## config.mk

```make
export PLATFORM = sky130hd
export DESIGN_NAME = phase_ctrl
export DESIGN_NICKNAME = d
export VERILOG_FILES = /design/src/rtl/phase_ctrl_pkg.sv /design/src/rtl/phase_ctrl_branch_eval.sv /design/src/rtl/phase_ctrl.sv
export SDC_FILE = /design/constraint.sdc
export NUM_CORES = 1
export LEC_CHECK = 0
export BUFFER_PORTS_ARGS = -buffer_cell sky130_fd_sc_hd__buf_4
export CAP_MARGIN = 0
export CORE_MARGIN = 2
export CORE_UTILIZATION = 51
export CTS_BUF_LIST = sky130_fd_sc_hd__clkbuf_16
export DETAILED_ROUTE_END_ITERATION = 6
export PLACE_DENSITY = 0.83
export SLEW_MARGIN = 20
export SYNTH_ARGS = -nofsm -noshare
export SYNTH_HDL_FRONTEND = slang
export SYNTH_SLANG_ARGS = --single-unit
```

## constraint.sdc

```tcl
create_clock -name clk -period 4.3 [get_ports clk]
set_input_delay 0.215 -clock clk [delete_from_list [all_inputs] [get_ports clk]]
set_output_delay 0.215 -clock clk [all_outputs]
set_load 0.03 [all_outputs]
```

## src/rtl/phase_ctrl_pkg.sv

```systemverilog
// Shared encodings for the phase sequencer: state/phase codes, instruction
// field values and writeback source selects.
package phase_ctrl_pkg;

  typedef enum logic [2:0] {
    StIdle = 3'd0,
    StP1   = 3'd1,
    StP2   = 3'd2,
    StP3   = 3'd3,
    StP4   = 3'd4,
    StP5   = 3'd5,
    StHalt = 3'd7
  } state_e;

  localparam logic [1:0] Op1Ld  = 2'b00;
  localparam logic [1:0] Op1St  = 2'b01;
  localparam logic [1:0] Op1Imm = 2'b10;
  localparam logic [1:0] Op1Alu = 2'b11;

  localparam logic [2:0] Op2Li = 3'b000;
  localparam logic [2:0] Op2B  = 3'b100;
  localparam logic [2:0] Op2Bc = 3'b111;

  localparam logic [3:0] Op3Add = 4'b0000;
  localparam logic [3:0] Op3Sub = 4'b0001;
  localparam logic [3:0] Op3And = 4'b0010;
  localparam logic [3:0] Op3Or  = 4'b0011;
  localparam logic [3:0] Op3Xor = 4'b0100;
  localparam logic [3:0] Op3Cmp = 4'b0101;
  localparam logic [3:0] Op3Mov = 4'b0110;
  localparam logic [3:0] Op3Sll = 4'b1000;
  localparam logic [3:0] Op3Slr = 4'b1001;
  localparam logic [3:0] Op3Srl = 4'b1010;
  localparam logic [3:0] Op3Sra = 4'b1011;
  localparam logic [3:0] Op3In  = 4'b1100;
  localparam logic [3:0] Op3Out = 4'b1101;
  localparam logic [3:0] Op3Hlt = 4'b1111;

  localparam logic [2:0] CondBe  = 3'b000;
  localparam logic [2:0] CondBlt = 3'b001;
  localparam logic [2:0] CondBle = 3'b010;
  localparam logic [2:0] CondBne = 3'b011;

  localparam logic [1:0] WbAlu = 2'd0;
  localparam logic [1:0] WbMem = 2'd1;
  localparam logic [1:0] WbImm = 2'd2;

  // ALU/shift-group ops whose result code is captured into the flag register.
  function automatic logic is_flag_op(input logic [3:0] op3);
    case (op3)
      Op3Add, Op3Sub, Op3And, Op3Or, Op3Xor, Op3Cmp, Op3Mov,
      Op3Sll, Op3Slr, Op3Srl, Op3Sra: return 1'b1;
      default:                        return 1'b0;
    endcase
  endfunction

endpackage

```

## src/rtl/phase_ctrl_branch_eval.sv

```systemverilog
// Conditional branch resolution from the {S,Z,C,V} flags; kept standalone so
// a pipelined core can reuse it.
module branch_eval
  import phase_ctrl_pkg::*;
(
  input  logic [3:0] flags,
  input  logic [2:0] cond,
  output logic       taken
);

  logic s, z, v;
  logic unused_carry;

  assign s            = flags[3];
  assign z            = flags[2];
  assign unused_carry = flags[1];
  assign v            = flags[0];

  always_comb begin
    taken = 1'b0;
    case (cond)
      CondBe:  taken = z;
      CondBlt: taken = s ^ v;
      CondBle: taken = z | (s ^ v);
      CondBne: taken = ~z;
      default: taken = 1'b0;
    endcase
  end

endmodule

```

## src/rtl/phase_ctrl.sv

```systemverilog
// Five-phase multi-cycle sequencer with flag register and branch resolution.
// Optional single-step support is enabled by defining PHASE_CTRL_STEP_EN.
module phase_ctrl
  import phase_ctrl_pkg::*;
#(
  parameter bit         AUTO_RUN = 1'b0,
  parameter logic [3:0] FLAG_RST = 4'b0000
) (
  input  logic        clk,
  input  logic        reset,
  input  logic        run,
`ifdef PHASE_CTRL_STEP_EN
  input  logic        step_mode,
`endif
  input  logic [15:0] instr,
  input  logic [3:0]  code,
  output logic [2:0]  phase,
  output logic        ir_we,
  output logic        pc_we,
  output logic        pc_sel,
  output logic        reg_we,
  output logic [1:0]  wb_sel,
  output logic        mem_re,
  output logic        mem_we,
  output logic        out_we,
  output logic [3:0]  flags,
  output logic        halted
);

  state_e      state_q, state_d;
  logic [15:0] ir_q, ir_d;
  logic [3:0]  flags_q, flags_d;
  logic        auto_q, auto_d;
  logic        step;

`ifdef PHASE_CTRL_STEP_EN
  assign step = step_mode;
`else
  assign step = 1'b0;
`endif

  logic [1:0] op1;
  logic [2:0] op2, cond;
  logic [3:0] op3;
  logic       unused_ir_lo;

  assign op1          = ir_q[15:14];
  assign op2          = ir_q[13:11];
  assign cond         = ir_q[10:8];
  assign op3          = ir_q[7:4];
  assign unused_ir_lo = ^ir_q[3:0];

  logic is_alu, alu_flag, alu_wr, is_ld, is_st, is_li, is_b, is_bc, is_out, is_hlt;
  logic cond_taken, br_taken;

  always_comb begin
    is_alu   = (op1 == Op1Alu);
    alu_flag = is_alu && is_flag_op(op3);
    alu_wr   = (alu_flag && (op3 != Op3Cmp)) || (is_alu && (op3 == Op3In));
    is_out   = is_alu && (op3 == Op3Out);
    is_hlt   = is_alu && (op3 == Op3Hlt);
    is_ld    = (op1 == Op1Ld);
    is_st    = (op1 == Op1St);
    is_li    = (op1 == Op1Imm) && (op2 == Op2Li);
    is_b     = (op1 == Op1Imm) && (op2 == Op2B);
    is_bc    = (op1 == Op1Imm) && (op2 == Op2Bc);
    br_taken = is_b || (is_bc && cond_taken);
  end

  branch_eval u_branch_eval (
    .flags (flags_q),
    .cond  (cond),
    .taken (cond_taken)
  );

  always_comb begin
    state_d = state_q;
    ir_d    = ir_q;
    flags_d = flags_q;
    auto_d  = auto_q;
    ir_we   = 1'b0;
    pc_we   = 1'b0;
    pc_sel  = 1'b0;
    reg_we  = 1'b0;
    wb_sel  = WbAlu;
    mem_re  = 1'b0;
    mem_we  = 1'b0;
    out_we  = 1'b0;
    halted  = 1'b0;
    unique case (state_q)
      StIdle: begin
        if (run || auto_q) begin
          state_d = StP1;
          auto_d  = 1'b0;
        end
      end
      StP1: begin
        ir_we   = 1'b1;
        pc_we   = 1'b1;
        ir_d    = instr;
        state_d = StP2;
      end
      StP2: state_d = StP3;
      StP3: begin
        if (alu_flag) flags_d = code;
        state_d = StP4;
      end
      StP4: begin
        mem_re  = is_ld;
        mem_we  = is_st;
        state_d = StP5;
      end
      StP5: begin
        reg_we = alu_wr || is_ld || is_li;
        if (is_ld)      wb_sel = WbMem;
        else if (is_li) wb_sel = WbImm;
        out_we = is_out;
        pc_we  = br_taken;
        pc_sel = br_taken;
        if (is_hlt)    state_d = StHalt;
        else if (step) state_d = StIdle;
        else           state_d = StP1;
      end
      StHalt:  halted = 1'b1;
      default: state_d = StIdle;
    endcase
  end

  always_ff @(posedge clk or posedge reset) begin
    if (reset) begin
      state_q <= StIdle;
      ir_q    <= '0;
      flags_q <= FLAG_RST;
      auto_q  <= AUTO_RUN;
    end else begin
      state_q <= state_d;
      ir_q    <= ir_d;
      flags_q <= flags_d;
      auto_q  <= auto_d;
    end
  end

  assign phase = state_q;
  assign flags = flags_q;

endmodule

```

==> results of run 1 <==
## flip-flops by register name (all words and copies together) (netlist names)
signal  flops
ir_q       12
flags       4
phase       3
## per-layer routing
metal  vias up  part of all wire
li1        391                 -
met3         2             0.070
met2        34              0.52
met5         -                 0
met1       398              0.41
met4         0            0.0042
## cell type report
class | instances | area (um2) | share of cell area
multi-input combinational | 65 | 503 | 0.368
clock inverter | 1 | 3.75 | 0.00275
timing repair buffer | 35 | 263 | 0.192
tap | 27 | 33.8 | 0.0247
inverter | 3 | 11.3 | 0.00825
clock buffer | 3 | 75.1 | 0.0550
sequential | 19 | 475 | 0.348
## worst paths after layout
kind                               start       end  slack [ns]  depth (start not counted)
worst min register to register  ir_q[10]  ir_q[10]        0.51                          1
worst max-delay path            phase[0]     pc_we        2.05                          3
worst max register to register  phase[0]  ir_q[12]        2.40                          2
min in group clk                instr[8]   ir_q[8]        0.20                          2
max in group asynchronous          reset   ir_q[4]        3.77                          2
worst min-delay path               reset  flags[2]        0.08                          2
## placed cells by master, fill, tap and decap left out
| master | count |
|---|---|
| sky130_fd_sc_hd__nand2_1 | 11 |
| sky130_fd_sc_hd__nand4_1 | 1 |
| sky130_fd_sc_hd__nor2_1 | 9 |
| sky130_fd_sc_hd__clkbuf_16 | 3 |
| sky130_fd_sc_hd__nor3b_4 | 1 |
| sky130_fd_sc_hd__or3b_2 | 1 |
| sky130_fd_sc_hd__buf_4 | 35 |
| sky130_fd_sc_hd__mux2_2 | 9 |
| sky130_fd_sc_hd__o311ai_0 | 1 |
| sky130_fd_sc_hd__nor4b_1 | 1 |
| sky130_fd_sc_hd__nor3_1 | 4 |
| sky130_fd_sc_hd__o21ai_0 | 2 |
| sky130_fd_sc_hd__dfrtp_1 | 19 |
| sky130_fd_sc_hd__xnor2_1 | 2 |
| sky130_fd_sc_hd__a21o_1 | 1 |
| sky130_fd_sc_hd__mux2i_1 | 1 |
| sky130_fd_sc_hd__and3_2 | 1 |
| sky130_fd_sc_hd__mux2_4 | 6 |
| sky130_fd_sc_hd__nand2_4 | 1 |
| sky130_fd_sc_hd__a2111oi_4 | 1 |
| sky130_fd_sc_hd__nor4_1 | 2 |
| sky130_fd_sc_hd__a21oi_1 | 4 |
| sky130_fd_sc_hd__nand2b_1 | 2 |
| sky130_fd_sc_hd__or3_1 | 1 |
| sky130_fd_sc_hd__inv_1 | 4 |
| sky130_fd_sc_hd__o21bai_1 | 3 |
## cells in the mapped netlist, types with 2 or more instances
cell type,number
sky130_fd_sc_hd__dfrtp_1,19
sky130_fd_sc_hd__nand2_1,11
sky130_fd_sc_hd__mux2_2,9
sky130_fd_sc_hd__nor2_1,9
sky130_fd_sc_hd__mux2_4,6
sky130_fd_sc_hd__a21oi_1,4
sky130_fd_sc_hd__nor3_1,4
sky130_fd_sc_hd__inv_1,3
sky130_fd_sc_hd__o21bai_1,3
sky130_fd_sc_hd__buf_6,2
sky130_fd_sc_hd__nand2b_1,2
sky130_fd_sc_hd__nor4_1,2
sky130_fd_sc_hd__o21ai_0,2
sky130_fd_sc_hd__xnor2_1,2
## through the flow
step | worst slack (ns) | total power [uW]
6_report | 2.05 | 1120
5_1_grt | 1.95 | 1190
4_1_cts | 2.06 | 1120
3_5_place_dp | 2.37 | 932
3_3_place_gp | 2.37 | 916
2_1_floorplan | 2.14 | 807
## report_power, final
part           internal (uW)  total, uW  leakage, uW  switching (uW)
clock network            123        183    0.0000423            59.9
registers                271        405     0.000226             134
logic                    265        529     0.000371             264
total                    660       1120     0.000638             458
## cells by family (layout without fill, tap and decap cells)
logic type,count (synthesis),in the layout,share of synthesized area
AND/OR/NAND/NOR,35,35,0.183
flip-flops,19,19,0.463
multiplexers,16,16,0.196
AO/OA/AOI/OAI,12,12,0.0938
buffers and inverters,7,42,0.0475
XOR/XNOR,2,2,0.0171
==> impl_summary.txt, run 1 <==
----------------------------------------------------
[Yosys]
  Post-Syn Area per Cell ... 11.3 um2
  Biggest area contributors in the synthesized netlist ... sky130_fd_sc_hd__dfrtp_1 (46%), sky130_fd_sc_hd__mux2_2 (9.9%), sky130_fd_sc_hd__mux2_4 (8.8%)
  Post-Syn Area ... 1030 um2
  Async set-or-reset flop fraction in the synthesized netlist ... 1.00
  Number of library cell types mapped by synthesis ... 27
  Number of synthesized register bits ... 19
  Sequential share of the synthesized area ... 0.463
  Post-synthesis net count ... 114
  Flip-flop cell with the highest count after synthesis ... sky130_fd_sc_hd__dfrtp_1
  Syn Inst Count ... 91
  Post-synth top area share ... 0.463
  Count of flip-flops with a built-in enable after synthesis ... 0
  Top cell type by total area after synthesis ... sky130_fd_sc_hd__dfrtp_1
  Number of synthesis warnings ... 0

[Floorplan]
  Starting utilization of the core area ... 0.535
  Number of placement rows ... 16
  I/O Pins ... 40
  Height of the die ... 48.9 um
  DIE AREA ... 2390 um2
  Total core area ... 1920 um2
  Die Width ... 48.9 um

[Global routing]
  Met3 demand-to-capacity share in global routing ... 0.0368
  Vias in the first global route ... 783
  Busiest grt layer ... met2
  Aggregate global routing overflow ... 0
  Number of antenna violations at the first check in global routing ... 0
  Met2 global-route usage ... 0.340
  Global-route wire length before repair ... 3660 um
  Maximum number of pins on one net before global-route repair ... 20
  Grt met1 use ... 0.250
  Combined global-route utilization of all metal layers ... 0.196

[Cells and area]
  Design area ... 1370 um2
  Finished Layout Cells ... 153
  Syn-to-layout area delta ... 32.9%
  Final core area utilization ... 0.710
  Share of final-layout standard cells stronger than drive strength 1 ... 0.460
  Count of antenna diodes in the layout ... 0
  Filler Cell Count ... 159
  Number of nets in the layout ... 150

[Critical path]
  Critical path arrival ... 2.04 ns
  Worst-path cell with the longest stage delay ... sky130_fd_sc_hd__nor3b_4
  Setup Crit Path Kind ... reg2out
  Startpoint class of the critical path ... register
  Cells along the critical path ... nor3b_4 > o21bai_1 > buf_4
  Largest fanout on the critical path ... 15
  Buf/Inv on CP ... 1
  WP data required ... 4.09 ns
  Delay of the slowest cell on the worst path ... 0.77 ns
  Critical Path End Type ... primary output
  Cell class contributing the biggest share of worst-path delay ... simple AND/OR/NAND/NOR gates

[STA]
  Transition time at the pin with the least slew margin ... 0.823 ns
  Share of the cycle needed by the critical path after routing ... 0.524
  Sum of negative setup slack ... 0 ns
  Final hold slack ... 0.0844 ns
  Top achievable clock speed ... 444 MHz
  Fin Clk Skew ... 0.00299 ns
  Tightest slew margin relative to the limit ... 0.451
  Number of max-slew violations in the final report ... 0
  Setup violation total in the final timing report ... 0
  Unrepaired setup endpoints after global routing ... no
  Fin. Hold Viols ... 0
  Min Clock Period, post-route ... 2.25 ns

[Clock tree]
  Cell chosen for the clock root ... sky130_fd_sc_hd__clkbuf_16
  Worst-Skew Late Latency ... 0.25 ns
  Bufs on Longest Clock Path ... 2
  CTS sink cnt ... 19
  Number of buffers inserted to repair setup after CTS ... 0
  CTS tree ... done
  Total clock buffers created by CTS ... 3
  Clk slew on worst S/H paths ... 0.05 ns
  Max H-tree Level ... 1
  Total of cells resized after clock tree synthesis ... 0
  Number of hold buffers added after CTS ... 0

[Placement]
  Placed Area ... 1290 um2
  Cell total after placement ... 149
  Global placer's final weighted congestion ... 0.815
  DP HPWL ... 1580 um
  Port-buffer cells ... 35

[Drt]
  Via-per-instance ratio ... 5.39
  Post-route DRC violation count ... 0
  Average routed wire per standard cell ... 13.9 um
  Total iterations of the first detailed-routing run ... 4
  Number of nets still failing antenna checks after routing ... 0
  Total Wirelength ... 2120 um
  DR iter-0 viols ... 12
  Total number of vias ... 825

[Job]
  Count of maximum capacitance violations ... 0

[Hold path]
  Hold crit path type ... in2async

[Run status]
  Status ... complete, no violations

[Power and ir drop]
  Pwr/cell area ... 819 nW/um2
  Leakage power of the design ... 0.000638 uW
  Peak ir drop on the vdd network ... 423 uV

----------------------------------------------------
Note: power is estimated with default switching activity, not from simulation.
==> run 2: changes to the inputs <==
Settings changed: ABC_AREA set to 1, CORE_UTILIZATION 51 to 46, PLACE_DENSITY 0.83 to 0.77.
Clock period 4.3 ns to 2.25 ns, I/O delays scaled along.
==> impl_summary.txt, run 2 <==
----------------------------------------------------
[Run status]
  Status ... complete, but fails checks
  Violations in the final reports ... negative hold slack

[Clock tree]
  Worst-Skew Late Latency ... 0.25 ns
  Number of buffers inserted to repair setup after CTS ... 0
  Clk slew on worst S/H paths ... 0.05 ns
  Cell chosen for the clock root ... sky130_fd_sc_hd__clkbuf_16
  Number of hold buffers added after CTS ... 0
  CTS tree ... done
  Bufs on Longest Clock Path ... 2
  CTS sink cnt ... 19
  Max H-tree Level ... 1
  Total clock buffers created by CTS ... 3
  Total of cells resized after clock tree synthesis ... 0

[Floorplan]
  Number of placement rows ... 16
  Height of the die ... 50 um
  I/O Pins ... 40
  Total core area ... 1980 um2
  Starting utilization of the core area ... 0.491
  DIE AREA ... 2500 um2
  Die Width ... 50 um

[Drt]
  DR iter-0 viols ... 13
  Number of nets still failing antenna checks after routing ... 0
  Total number of vias ... 994
  Via-per-instance ratio ... 5.02
  Total iterations of the first detailed-routing run ... 4
  Total Wirelength ... 2270 um
  Post-route DRC violation count ... 0
  Average routed wire per standard cell ... 11.5 um

[STA]
  Fin Clk Skew ... 0.00186 ns
  Unrepaired setup endpoints after global routing ... no
  Tightest slew margin relative to the limit ... 0.520
  Transition time at the pin with the least slew margin ... 0.718 ns
  Sum of negative setup slack ... 0 ns
  Fin. Hold Viols ... 19
  Min Clock Period, post-route ... 1.87 ns
  Final hold slack ... -0.0181 ns
  Setup violation total in the final timing report ... 0
  Share of the cycle needed by the critical path after routing ... 0.833
  Top achievable clock speed ... 534 MHz
  Number of max-slew violations in the final report ... 0

[Cells and area]
  Most common cell after layout, fill and taps aside ... sky130_fd_sc_hd__nand2_1
  Final core area utilization ... 0.679
  Flip-flop count of the largest register after layout ... 12
  Number of nets in the layout ... 195
  Share of final-layout standard cells stronger than drive strength 1 ... 0.275
  Register with the most flip-flops ... ir_q
  Count of antenna diodes in the layout ... 0
  Syn-to-layout area delta ... 38.3%
  Most frequent cells in the layout ... sky130_fd_sc_hd__nand2_1 (43), sky130_fd_sc_hd__buf_4 (36), sky130_fd_sc_hd__dfrtp_1 (19)

[Yosys]
  Post-synth top area share ... 0.488
  Post-Syn Area ... 973 um2
  Number of library cell types mapped by synthesis ... 19
  Cell types with the highest counts after synthesis ... sky130_fd_sc_hd__nand2_1 (43), sky130_fd_sc_hd__dfrtp_1 (19), sky130_fd_sc_hd__inv_1 (17)
  Count of flip-flops with a built-in enable after synthesis ... 0
  Post-Syn Area per Cell ... 7.32 um2
  Async set-or-reset flop fraction in the synthesized netlist ... 1.00
  Library cell with the highest instance count after synthesis ... sky130_fd_sc_hd__nand2_1
  Sequential share of the synthesized area ... 0.488
  Number of synthesized register bits ... 19
  Syn Inst Count ... 133
  Top cell type by total area after synthesis ... sky130_fd_sc_hd__dfrtp_1
  Biggest area contributors in the synthesized netlist ... sky130_fd_sc_hd__dfrtp_1 (49%), sky130_fd_sc_hd__nand2_1 (17%), sky130_fd_sc_hd__inv_1 (6.6%)
  Flip-flop cell with the highest count after synthesis ... sky130_fd_sc_hd__dfrtp_1
  Post-synthesis net count ... 156
  Number of synthesis warnings ... 0

[Power and ir drop]
  Leakage power of the design ... 0.000724 uW
  Pwr/cell area ... 1480 nW/um2
  Peak ir drop on the vdd network ... 744 uV
  Total power ... 1990 uW

[Critical path]
  WP data required ... 2.14 ns
  Worst-path cell with the longest stage delay ... sky130_fd_sc_hd__dfrtp_1
  Largest fanout on the critical path ... 10
  Cells along the critical path ... inv_2 > nor3_2 > inv_1 > nand2_1 > buf_4
  Number of cell instances on the worst register-to-register path ... 5
  Reg2reg start ... phase[0]
  Delay of the slowest cell on the worst path ... 0.46 ns
  Register-to-register setup slack ... 0.74 ns
  Setup Crit Path Kind ... reg2out
  Reg2Reg Capture Point ... ir_q[12]
  Critical Path End Type ... primary output
  Critical path arrival ... 1.76 ns
  Startpoint class of the critical path ... register

[Global routing]
  Maximum number of pins on one net before global-route repair ... 20
  Combined global-route utilization of all metal layers ... 0.208
  Number of antenna violations at the first check in global routing ... 0
  Aggregate global routing overflow ... 0
  Global-route wire length before repair ... 4020 um
  Vias in the first global route ... 994

[Placement]
  Port-buffer cells ... 35
  Global placer's final weighted congestion ... 0.832
  DP HPWL ... 1800 um

[Job]
  Count of maximum capacitance violations ... 0

[Hold path]
  Hold crit path type ... in2async

----------------------------------------------------
## run 2: worst max-delay path: cells and delay by family, from the launching register on
kind	cells	cell delay, ns
buffers and inverters	3	0.47
and+or+nand+nor	2	0.57
DFF	1	0.46
## run 2: metal layers
layer / track usage / wire, um / vias up
met5: 0 / 0 / -
met4: 0.0787 / 30 / 0
met3: 0.0485 / 123 / 5
met2: 0.375 / 1170 / 34
met1: 0.235 / 947 / 457
li1: - / - / 498
## run 2: layout make-up
| cell class | instances | area, um2 |
|---|---|---|
| multi-input combinational | 93 | 417 |
| sequential | 19 | 475 |
| inverter | 19 | 71.3 |
| clock buffer | 3 | 75.1 |
| timing repair buffer | 36 | 270 |
| clock inverter | 1 | 3.75 |
| fill | 170 | 636 |
| tap | 27 | 33.8 |
## run 2: how the worst max path moves through the flow
stage | from | to | cells past startpoint | slack (ns)
2_1_floorplan | phase[2] | out_we | 4 | 0.32
3_3_place_gp | phase[0] | pc_we | 5 | 0.72
3_5_place_dp | phase[0] | pc_we | 5 | 0.66
4_1_cts | phase[0] | pc_we | 5 | 0.38
5_1_grt | phase[0] | pc_we | 5 | 0.20
6_report | phase[0] | pc_we | 5 | 0.38
## run 2: through the flow
step / area [um2] / worst slack (ns) / cells
after floorplan: 973 / 0.318 / 133
after CTS: 1350 / 0.381 / 198
after global routing: 1350 / 0.195 / 198
after detailed placement: 1270 / 0.660 / 194
final: 1350 / 0.376 / 198
after global placement: 1270 / 0.722 / 194
## run 2: report_power, final
part / internal, uW / leakage [uW] / switching, uW / total (uW)
sequential: 515 / 0.000229 / 164 / 679
combinational: 334 / 0.000452 / 608 / 942
clock: 237 / 0.0000423 / 128 / 365
total: 1090 / 0.000724 / 901 / 1990
## run 2: kinds of logic (layout without fill, tap and decap cells)
logic type | count (synthesis) | count (layout) | synth area share
flip-flops | 19 | 19 | 0.488
buffers and inverters | 21 | 59 | 0.0835
AND/OR/NAND/NOR | 79 | 79 | 0.352
AO/OA/AOI/OAI | 14 | 14 | 0.0758
